[src/rtl/fetch_sequencer.sv]
// Instruction-fetch sequencer: owns the PC, issues one req/ack fetch at a time,
// buffers returned words toward decode, and handles redirects and fetch faults.
module fetch_sequencer #(
  parameter int unsigned ADDR_WIDTH  = 12,
  parameter logic [31:0] ADDR_OFFSET = 32'h3000,
  parameter int unsigned BUF_DEPTH   = 2
) (
  input  logic        clk,
  input  logic        reset,
  output logic        imem_req,
  output logic [31:0] imem_addr,
  input  logic        imem_ack,
  input  logic [31:0] imem_rdata,
  input  logic        redirect_valid,
  input  logic [31:0] redirect_pc,
  output logic        out_valid,
  input  logic        out_ready,
  output logic [31:0] out_pc,
  output logic [31:0] out_instr,
  output logic        fetch_fault
);

  localparam int unsigned PTR_W  = (BUF_DEPTH > 1) ? $clog2(BUF_DEPTH) : 1;
  localparam int unsigned CNT_W  = PTR_W + 1;
  localparam logic [32:0] WIN_LO = {1'b0, ADDR_OFFSET};
  localparam logic [32:0] WIN_HI = WIN_LO + (33'(1) << ADDR_WIDTH);

  typedef struct packed {
    logic [31:0] pc;
    logic [31:0] instr;
  } fetch_entry_t;

  typedef enum logic [1:0] {
    IDLE    = 2'd0,
    FETCH   = 2'd1,
    DISCARD = 2'd2,
    FAULT   = 2'd3
  } state_t;

  // Window and alignment test applied to every address before it is fetched.
  function automatic logic pc_valid(input logic [31:0] a);
    return ({1'b0, a} >= WIN_LO) && ({1'b0, a} < WIN_HI) && (a[1:0] == 2'b00);
  endfunction

  state_t             state;
  logic [31:0]        pc;
  fetch_entry_t       mem [BUF_DEPTH];
  logic [PTR_W-1:0]   rd_ptr;
  logic [PTR_W-1:0]   wr_ptr;
  logic [CNT_W-1:0]   count;

  logic               ack_hit;
  logic               push;
  logic               pop;
  logic [CNT_W-1:0]   count_n;
  logic [PTR_W-1:0]   rd_ptr_n;
  logic [PTR_W-1:0]   wr_ptr_n;
  logic               space;
  logic [31:0]        pc_inc;
  logic               inc_ok;
  logic [31:0]        tgt;
  logic               tgt_ok;
  fetch_entry_t       new_entry;
  fetch_entry_t       head_n;

  // FIFO bookkeeping and next-head selection; a redirect flushes everything.
  always_comb begin
    ack_hit   = imem_req && imem_ack;
    push      = ack_hit && (state == FETCH) && !redirect_valid;
    pop       = out_valid && out_ready && !redirect_valid;
    count_n   = count;
    rd_ptr_n  = rd_ptr;
    wr_ptr_n  = wr_ptr;
    if (redirect_valid) begin
      count_n  = '0;
      rd_ptr_n = '0;
      wr_ptr_n = '0;
    end else begin
      count_n  = count + CNT_W'(push) - CNT_W'(pop);
      rd_ptr_n = rd_ptr + PTR_W'(pop);
      wr_ptr_n = wr_ptr + PTR_W'(push);
    end
    space     = count_n < CNT_W'(BUF_DEPTH);
    pc_inc    = pc + 32'd4;
    inc_ok    = pc_valid(pc_inc);
    tgt       = redirect_valid ? redirect_pc : pc;
    tgt_ok    = pc_valid(tgt);
    new_entry = '{pc: pc, instr: imem_rdata};
    // Pushing into the slot that becomes head means the FIFO was empty after pop.
    head_n    = (push && (wr_ptr == rd_ptr_n)) ? new_entry : mem[rd_ptr_n];
  end

  // FIFO storage write; contents need no reset since count gates visibility.
  always_ff @(posedge clk) begin
    if (reset && push) begin
      mem[wr_ptr] <= new_entry;
    end
  end

  // Fetch state machine, PC, FIFO pointers and registered outputs.
  always_ff @(posedge clk) begin
    if (!reset) begin
      state       <= IDLE;
      pc          <= ADDR_OFFSET;
      rd_ptr      <= '0;
      wr_ptr      <= '0;
      count       <= '0;
      imem_req    <= 1'b0;
      imem_addr   <= ADDR_OFFSET;
      out_valid   <= 1'b0;
      out_pc      <= '0;
      out_instr   <= '0;
      fetch_fault <= 1'b0;
    end else begin
      count     <= count_n;
      rd_ptr    <= rd_ptr_n;
      wr_ptr    <= wr_ptr_n;
      out_valid <= (count_n != '0);
      out_pc    <= head_n.pc;
      out_instr <= head_n.instr;
      if (redirect_valid) begin
        pc <= redirect_pc;
      end

      case (state)
        IDLE: begin
          if (tgt_ok) begin
            state     <= FETCH;
            imem_req  <= 1'b1;
            imem_addr <= tgt;
          end else begin
            state       <= FAULT;
            imem_req    <= 1'b0;
            fetch_fault <= 1'b1;
          end
        end

        FETCH: begin
          if (redirect_valid) begin
            if (imem_req && !imem_ack) begin
              // Outstanding request must complete; its data will be dropped.
              state <= DISCARD;
            end else if (tgt_ok) begin
              imem_req  <= 1'b1;
              imem_addr <= tgt;
            end else begin
              state       <= FAULT;
              imem_req    <= 1'b0;
              fetch_fault <= 1'b1;
            end
          end else if (ack_hit) begin
            pc <= pc_inc;
            if (inc_ok) begin
              imem_req  <= space;
              imem_addr <= pc_inc;
            end else begin
              state       <= FAULT;
              imem_req    <= 1'b0;
              fetch_fault <= 1'b1;
            end
          end else if (!imem_req && space) begin
            imem_req  <= 1'b1;
            imem_addr <= pc;
          end
        end

        DISCARD: begin
          // Request and address stay frozen until the stale response arrives.
          if (imem_ack) begin
            if (tgt_ok) begin
              state     <= FETCH;
              imem_req  <= 1'b1;
              imem_addr <= tgt;
            end else begin
              state       <= FAULT;
              imem_req    <= 1'b0;
              fetch_fault <= 1'b1;
            end
          end
        end

        FAULT: begin
          imem_req <= 1'b0;
          if (redirect_valid && tgt_ok) begin
            state       <= FETCH;
            imem_req    <= 1'b1;
            imem_addr   <= tgt;
            fetch_fault <= 1'b0;
          end
        end

        default: begin
          state <= IDLE;
        end
      endcase
    end
  end

endmodule

[config.mk]
export PLATFORM = sky130hd
export DESIGN_NAME = fetch_sequencer
export DESIGN_NICKNAME = d
export VERILOG_FILES = /design/src/rtl/fetch_sequencer.sv
export SDC_FILE = /design/constraint.sdc
export NUM_CORES = 1
export LEC_CHECK = 0
export ABC_AREA = 0
export BUFFER_PORTS_ARGS = -buffer_cell sky130_fd_sc_hd__buf_2
export CORE_ASPECT_RATIO = 0.7
export CORE_MARGIN = 2
export CORE_UTILIZATION = 45
export DETAILED_ROUTE_END_ITERATION = 6
export GPL_ROUTABILITY_DRIVEN = 0
export PLACE_DENSITY = 0.68
export SLEW_MARGIN = 20
export SYNTH_ARGS = -nofsm -noshare
export SYNTH_HDL_FRONTEND = slang
export SYNTH_SLANG_ARGS = --single-unit
[constraint.sdc]
create_clock -name clk -period 6.8 [get_ports clk]
set_input_delay 1.02 -clock clk [delete_from_list [all_inputs] [get_ports clk]]
set_output_delay 1.02 -clock clk [all_outputs]
set_load 0.02 [all_outputs]
==> results of run 1 <==
-- registers in the layout, summed over array words and instances (netlist names) --
name,cells
mem,128
imem_addr,32
out_instr,32
out_pc,32
pc,32
count,2
state,2
fetch_fault,1
imem_req,1
out_valid,1
rd_ptr,1
wr_ptr,1
-- final timing paths --
kind | start | end | slack (ps)
max reg2reg | state[0]$_SDFFE_PN0P_ | imem_addr[19]$_SDFFE_PN0P_ | 2240
min reg2reg | imem_addr[20]$_SDFFE_PN0P_ | imem_addr[20]$_SDFFE_PN0P_ | 470
min | imem_addr[20]$_SDFFE_PN0P_ | imem_addr[20]$_SDFFE_PN0P_ | 470
max | state[0]$_SDFFE_PN0P_ | imem_addr[19]$_SDFFE_PN0P_ | 2240
-- cells by family after synthesis --
family                     count (synthesis)  share of synthesized area
muxes                                     54                     0.0487
DFF                                      265                      0.584
and+or+nand+nor                          337                      0.146
buffers and inverters                     99                     0.0377
xor gates and xnor gates                  19                     0.0147
AOI/OAI and AO/OA                        276                      0.166
adders and majority gates                  3                    0.00333
-- worst max-delay path: cells and delay by family, from the launching register on --
kind,cells,cell delay (ps)
adders and majority gates,2,450
and+or+nand+nor,3,1850
AOI/OAI and AO/OA,3,670
DFF,1,710
buffers and inverters,3,400
xor gates and xnor gates,2,400
-- per-stage QoR --
| step | hold slack (ps) | cell area, sq um | setup WS (ps) | util |
|---|---|---|---|---|
| after floorplan | 420 | 11300 | 1880 | - |
| after global placement | 452 | 12300 | 2050 | 0.498 |
| after detailed placement | 456 | 12300 | 2000 | 0.498 |
| after CTS | 472 | 13100 | 2330 | 0.533 |
| after global routing | 499 | 13100 | 1970 | 0.533 |
| final | 471 | 13100 | 2240 | 0.533 |
-- layout make-up --
| type | count | area share |
|---|---|---|
| Sequential cell | 265 | 0.502 |
| Multi-Input combinational cell | 689 | 0.327 |
| Timing Repair Buffer | 177 | 0.0694 |
| Clock buffer | 31 | 0.0534 |
| Tap cell | 325 | 0.0310 |
| Clock inverter | 17 | 0.0134 |
| Inverter | 14 | 0.00400 |
| Antenna cell | 1 | 0.000191 |
-- synthesized netlist by cell type (all sizes together) (7+ instances only) --
cell | instances | area (sq um)
o31ai | 40 | 300
buf | 18 | 121
o21ai | 54 | 270
a211oi | 9 | 67.6
nand4 | 13 | 96.3
and2 | 9 | 58.8
clkbuf | 67 | 251
nand2 | 115 | 432
xnor2 | 12 | 105
a31oi | 11 | 75.1
mux2i | 47 | 470
nor2 | 82 | 308
a22oi | 22 | 165
a221oi | 13 | 114
a21oi | 61 | 305
mux2 | 7 | 78.8
edfxtp | 128 | 3840
a22o | 23 | 201
nor4 | 15 | 115
and3 | 12 | 75.1
nor3 | 27 | 146
dfxtp | 137 | 2740
nand3 | 31 | 160
inv | 14 | 52.6
xor2 | 7 | 61.3
-- metal layers --
layer,up-vias,GRT usage,part of all wire
met5,-,0,0
met4,0,0.0589,0.025
met3,70,0.0729,0.13
met2,580,0.308,0.38
met1,4293,0.369,0.46
li1,4191,-,-
-- power by group through the flow --
stage                     Clock, mW  Combinational [mW]  Sequential [mW]
final                          1.47               0.254             1.76
after detailed placement          0               0.246             1.79
after floorplan                   0               0.142             1.79
after global routing           1.56               0.272             1.76
after global placement            0               0.244             1.79
after CTS                      1.49               0.248             1.76
==> flow_summary.toml, run 1 <==
[status]
outcome = "finished, final reports clean"

[drt]
drt_pass1_iterations = 6
vias = 9134
drc = 0
drtIter0Drc = 1321
ant_nets = 0
wl_per_cell_um = 21.1
finalWirelength_mm = 32.0
viasPerCell = 6.01

[floorplanning]
io_pins = 168
core_sq_um = 24600
dieArea_sq_um = 26400
die_width_um = 193
die_y_um = 136
floorplan.initialDensity = 0.458
rows = 48

[synth]
syn_avg_cell_area_sq_um = 10.7
netlist_area_sq_um = 11300
syn_inst = 1053
ys_seq_area_frac = 0.584
synth_edf_count = 128
ys_types = 70
synthArstFlopShare = 0
synth.ff_latch_count = 265
yosys_warnings = 0
ys.flop_type = "dfxtp_1"
syn_nets = 1125

[layout]
mostFrequentLayoutCells = "buf_2, dfxtp_1, edfxtp_1, nand2_1, nor2_1"
drive_gt1_frac = 0.207
instances_no_fill = 1519
fillerInstances = 2216
final_nets = 1245
regArea_sq_um = 6590
layout_commonest_cell = "buf_2"
area_growth_pct = 16.4
multi_input_area_sq_um = 4300

[sta]
slew_headroom = 0.330
slew_violations = 0
setup_viol = 0
fin_crit_sh = 0.671
max_freq_mhz = 219
fin_crit_ps = 4560
tns_ps = 0
clock_skew_ps = 20.9
hold_viol_final = 0
rsz0062_at_grt = "false"
worstMarginPinSlew_ps = 1000

[pwr]
share_comb_of_total_power = 0.073
leakagePower_nw = 4.84
vdd_drop_max_mv = 0.185
switching_share = 0.240
p_seq_frac = 0.505
finalPower_mw = 3.48
powerDensity_nw_per_um2 = 265
p_int_mw = 2.65
p_clk_frac = 0.422
p_switching_uw = 835

[cts]
insertion_delay_ps = 540
clock_sinks = 265
postCtsSetupRepairBufs = 0
cts.path.max_buffers = 3
cts_resized = 0
root_buffer = "clkbuf_16"
cts_htree_levels = 1
cts.clk_slew.worst_paths_ps = 60
cts_buffers = 26
cts_tree = "yes"
ctsHoldBuffers = 0

[hold_path]
whs_path_depth = 1
worstHoldPathType = "flip-flop to flip-flop"

[worst_setup_path]
crit_path_max_fanout = 27
crit_path_top_delay_cell = "nor3_4"
required_ps = 7270
worstPathCellList = "inv_1, or3_1, nor2_1, inv_1, ha_1, inv_1, ha_1, xor2_1, xnor2_1, o221a_2, a21oi_1, nor3_4, a32o_1"
crit_path_end_kind = "flip-flop"
cpPeakStageDelay_ps = 880
crit_top_cell = "inv_1"
path_class = "flip-flop to flip-flop"
arrival_ps = 5040
cp-start-kind = "flip-flop"
reg2regPathDepth = 13

[global_routing]
grt_pass1_wl_mm = 48.5
grt_max_degree = 72
grtUsageTotal = 0.236
overflow = 0
antenna_found_initial = 1
grt_pass1_vias = 8089

[flow_run]
drv_cap = 0

[placed_design]
dp_hpwl_mm = 21.4
dpl.cell_count = 1470
portBuffers = 167
Power figures use the tool's default switching activity.
==> run 2, diff against run 1 <==
clock period = 3.75 ns   (was 6.8 ns; I/O delays follow)
==> run 2 against run 1 <==
First-iteration DRC count shrank 21%. Sequential cell count unchanged. Critical endpoint is now imem_addr[22]$_SDFFE_PN0P_. Combinational power is 110% higher. Core utilization increased by 1.2 points. Sequential share of layout area fell by 1.1 points. Setup slack worse by 2000 ps.
==> flow_summary.toml, run 2 (synthesis results as in run 1) <==
[status]
outcome = "finished, final reports clean"

[layout]
instances_no_fill = 1562
drive_gt1_frac = 0.233
fin_area_sq_um = 13400
regMostFlops = "mem"
area_growth_pct = 19.0
fillerInstances = 2230
largest_register_ffs = 128
final_nets = 1290
mostFrequentLayoutCells = "buf_2, dfxtp_1, edfxtp_1, nand2_1, nor2_1"
num_antenna_cells = 0
layout_commonest_cell = "buf_2"

[hold_path]
worstHoldPathType = "input pin to flip-flop"

[worst_setup_path]
cp-start-kind = "flip-flop"
crit_path_end_kind = "flip-flop"
crit_path_max_fanout = 14
arrival_ps = 4000
required_ps = 4210
path_class = "flip-flop to flip-flop"

[sta]
fin_crit_ps = 3530
fin_crit_sh = 0.943
clock_skew_ps = 8.62
tns_ps = 0
rsz0062_at_grt = "false"
slew_violations = 0
setup_viol = 0
worstMarginPinSlew_ps = 913
max_freq_mhz = 283
slew_headroom = 0.383
hold_viol_final = 0

[pwr]
vdd_drop_max_mv = 0.313
leakagePower_nw = 5.02
powerDensity_nw_per_um2 = 449

[drt]
ant_nets = 0
viasPerCell = 5.90
finalWirelength_mm = 32.8
wl_per_cell_um = 21.0
drtIter0Drc = 1048
vias = 9216
drt_pass1_iterations = 5
drc = 0

[floorplanning]
core_sq_um = 24600
dieArea_sq_um = 26400
rows = 48
floorplan.initialDensity = 0.458
io_pins = 168
die_width_um = 193
die_y_um = 136

[cts]
clock_sinks = 265
cts.clk_slew.worst_paths_ps = 60
cts_tree = "yes"
cts.path.max_buffers = 3
root_buffer = "clkbuf_16"
cts_buffers = 25
insertion_delay_ps = 530
cts_htree_levels = 1

[global_routing]
antenna_found_initial = 0
overflow = 0
grtUsageTotal = 0.243
grt_max_degree = 59
grt_pass1_wl_mm = 49.6
grt_pass1_vias = 8464

[placed_design]
dpl-instance-area_sq_um = 12700
portBuffers = 167
dpl.cell_count = 1515
dp_hpwl_mm = 22.5

[flow_run]
drv_cap = 0
[run 2: cell type report]
type / instances / area [sq um] / share of cell area
sequential: 265 / 6590 / 0.490
multi-input combinational: 690 / 4340 / 0.323
timing repair buffer: 222 / 1300 / 0.0967
clock buffer: 31 / 648 / 0.0483
tap: 325 / 407 / 0.0303
clock inverter: 15 / 97.6 / 0.00727
inverter: 14 / 52.6 / 0.00391
[run 2: path summary, 6_finish.rpt]
check / cells past startpoint / start / slack, ps / to
setup / recovery: 8 / pc[16]$_SDFF_PN0_ / 220 / imem_addr[22]$_SDFFE_PN0P_
hold / removal: 1 / imem_rdata[8] / 240 / mem[0][8]$_DFFE_PP_
setup reg to reg: 8 / pc[16]$_SDFF_PN0_ / 220 / imem_addr[22]$_SDFFE_PN0P_
hold reg to reg: 1 / imem_addr[20]$_SDFFE_PN0P_ / 470 / imem_addr[20]$_SDFFE_PN0P_
[run 2: stage by stage]
step	utilization	setup slack, ps	total power [mW]	hold slack (ps)
after floorplan	-	9.54	3.51	420
after global placement	0.514	198	3.73	449
after CTS	0.545	107	6.06	221
final	0.545	215	6.03	240
after global routing	0.545	79.0	6.22	228
after detailed placement	0.514	123	3.73	457
[run 2: power breakdown]
part	switching, mW	internal (mW)	leakage [nW]	total (mW)
clock network	1.04	1.29	0.356	2.34
registers	0.0571	3.09	2.27	3.15
logic	0.353	0.189	2.39	0.542
total	1.45	4.58	5.02	6.03
[run 2: repair_timing]
| item | CTS | global route |
|---|---|---|
| hold buffers | 0 | 0 |
| gates resized for setup | 0 | 1 |
| endpoints found under the setup margin | 0 | 27 |
| buffers inserted | 0 | 0 |
[run 2: worst max-delay path, cell delays in order (launching register included)]
cell and delay [ps]:
dfxtp_1 550, nand4_4 200, or4_4 560, or4_4 560, o2bb2ai_2 170, nor4_1 260
a31oi_2 280, nor3_4 620, a32o_1 270
[run 2: metal layers]
| layer | global-route usage | share of wire |
|---|---|---|
| met3 | 0.0729 | 0.12 |
| met4 | 0.0810 | 0.033 |
| met5 | 0 | 0 |
| met2 | 0.322 | 0.38 |
| met1 | 0.370 | 0.46 |
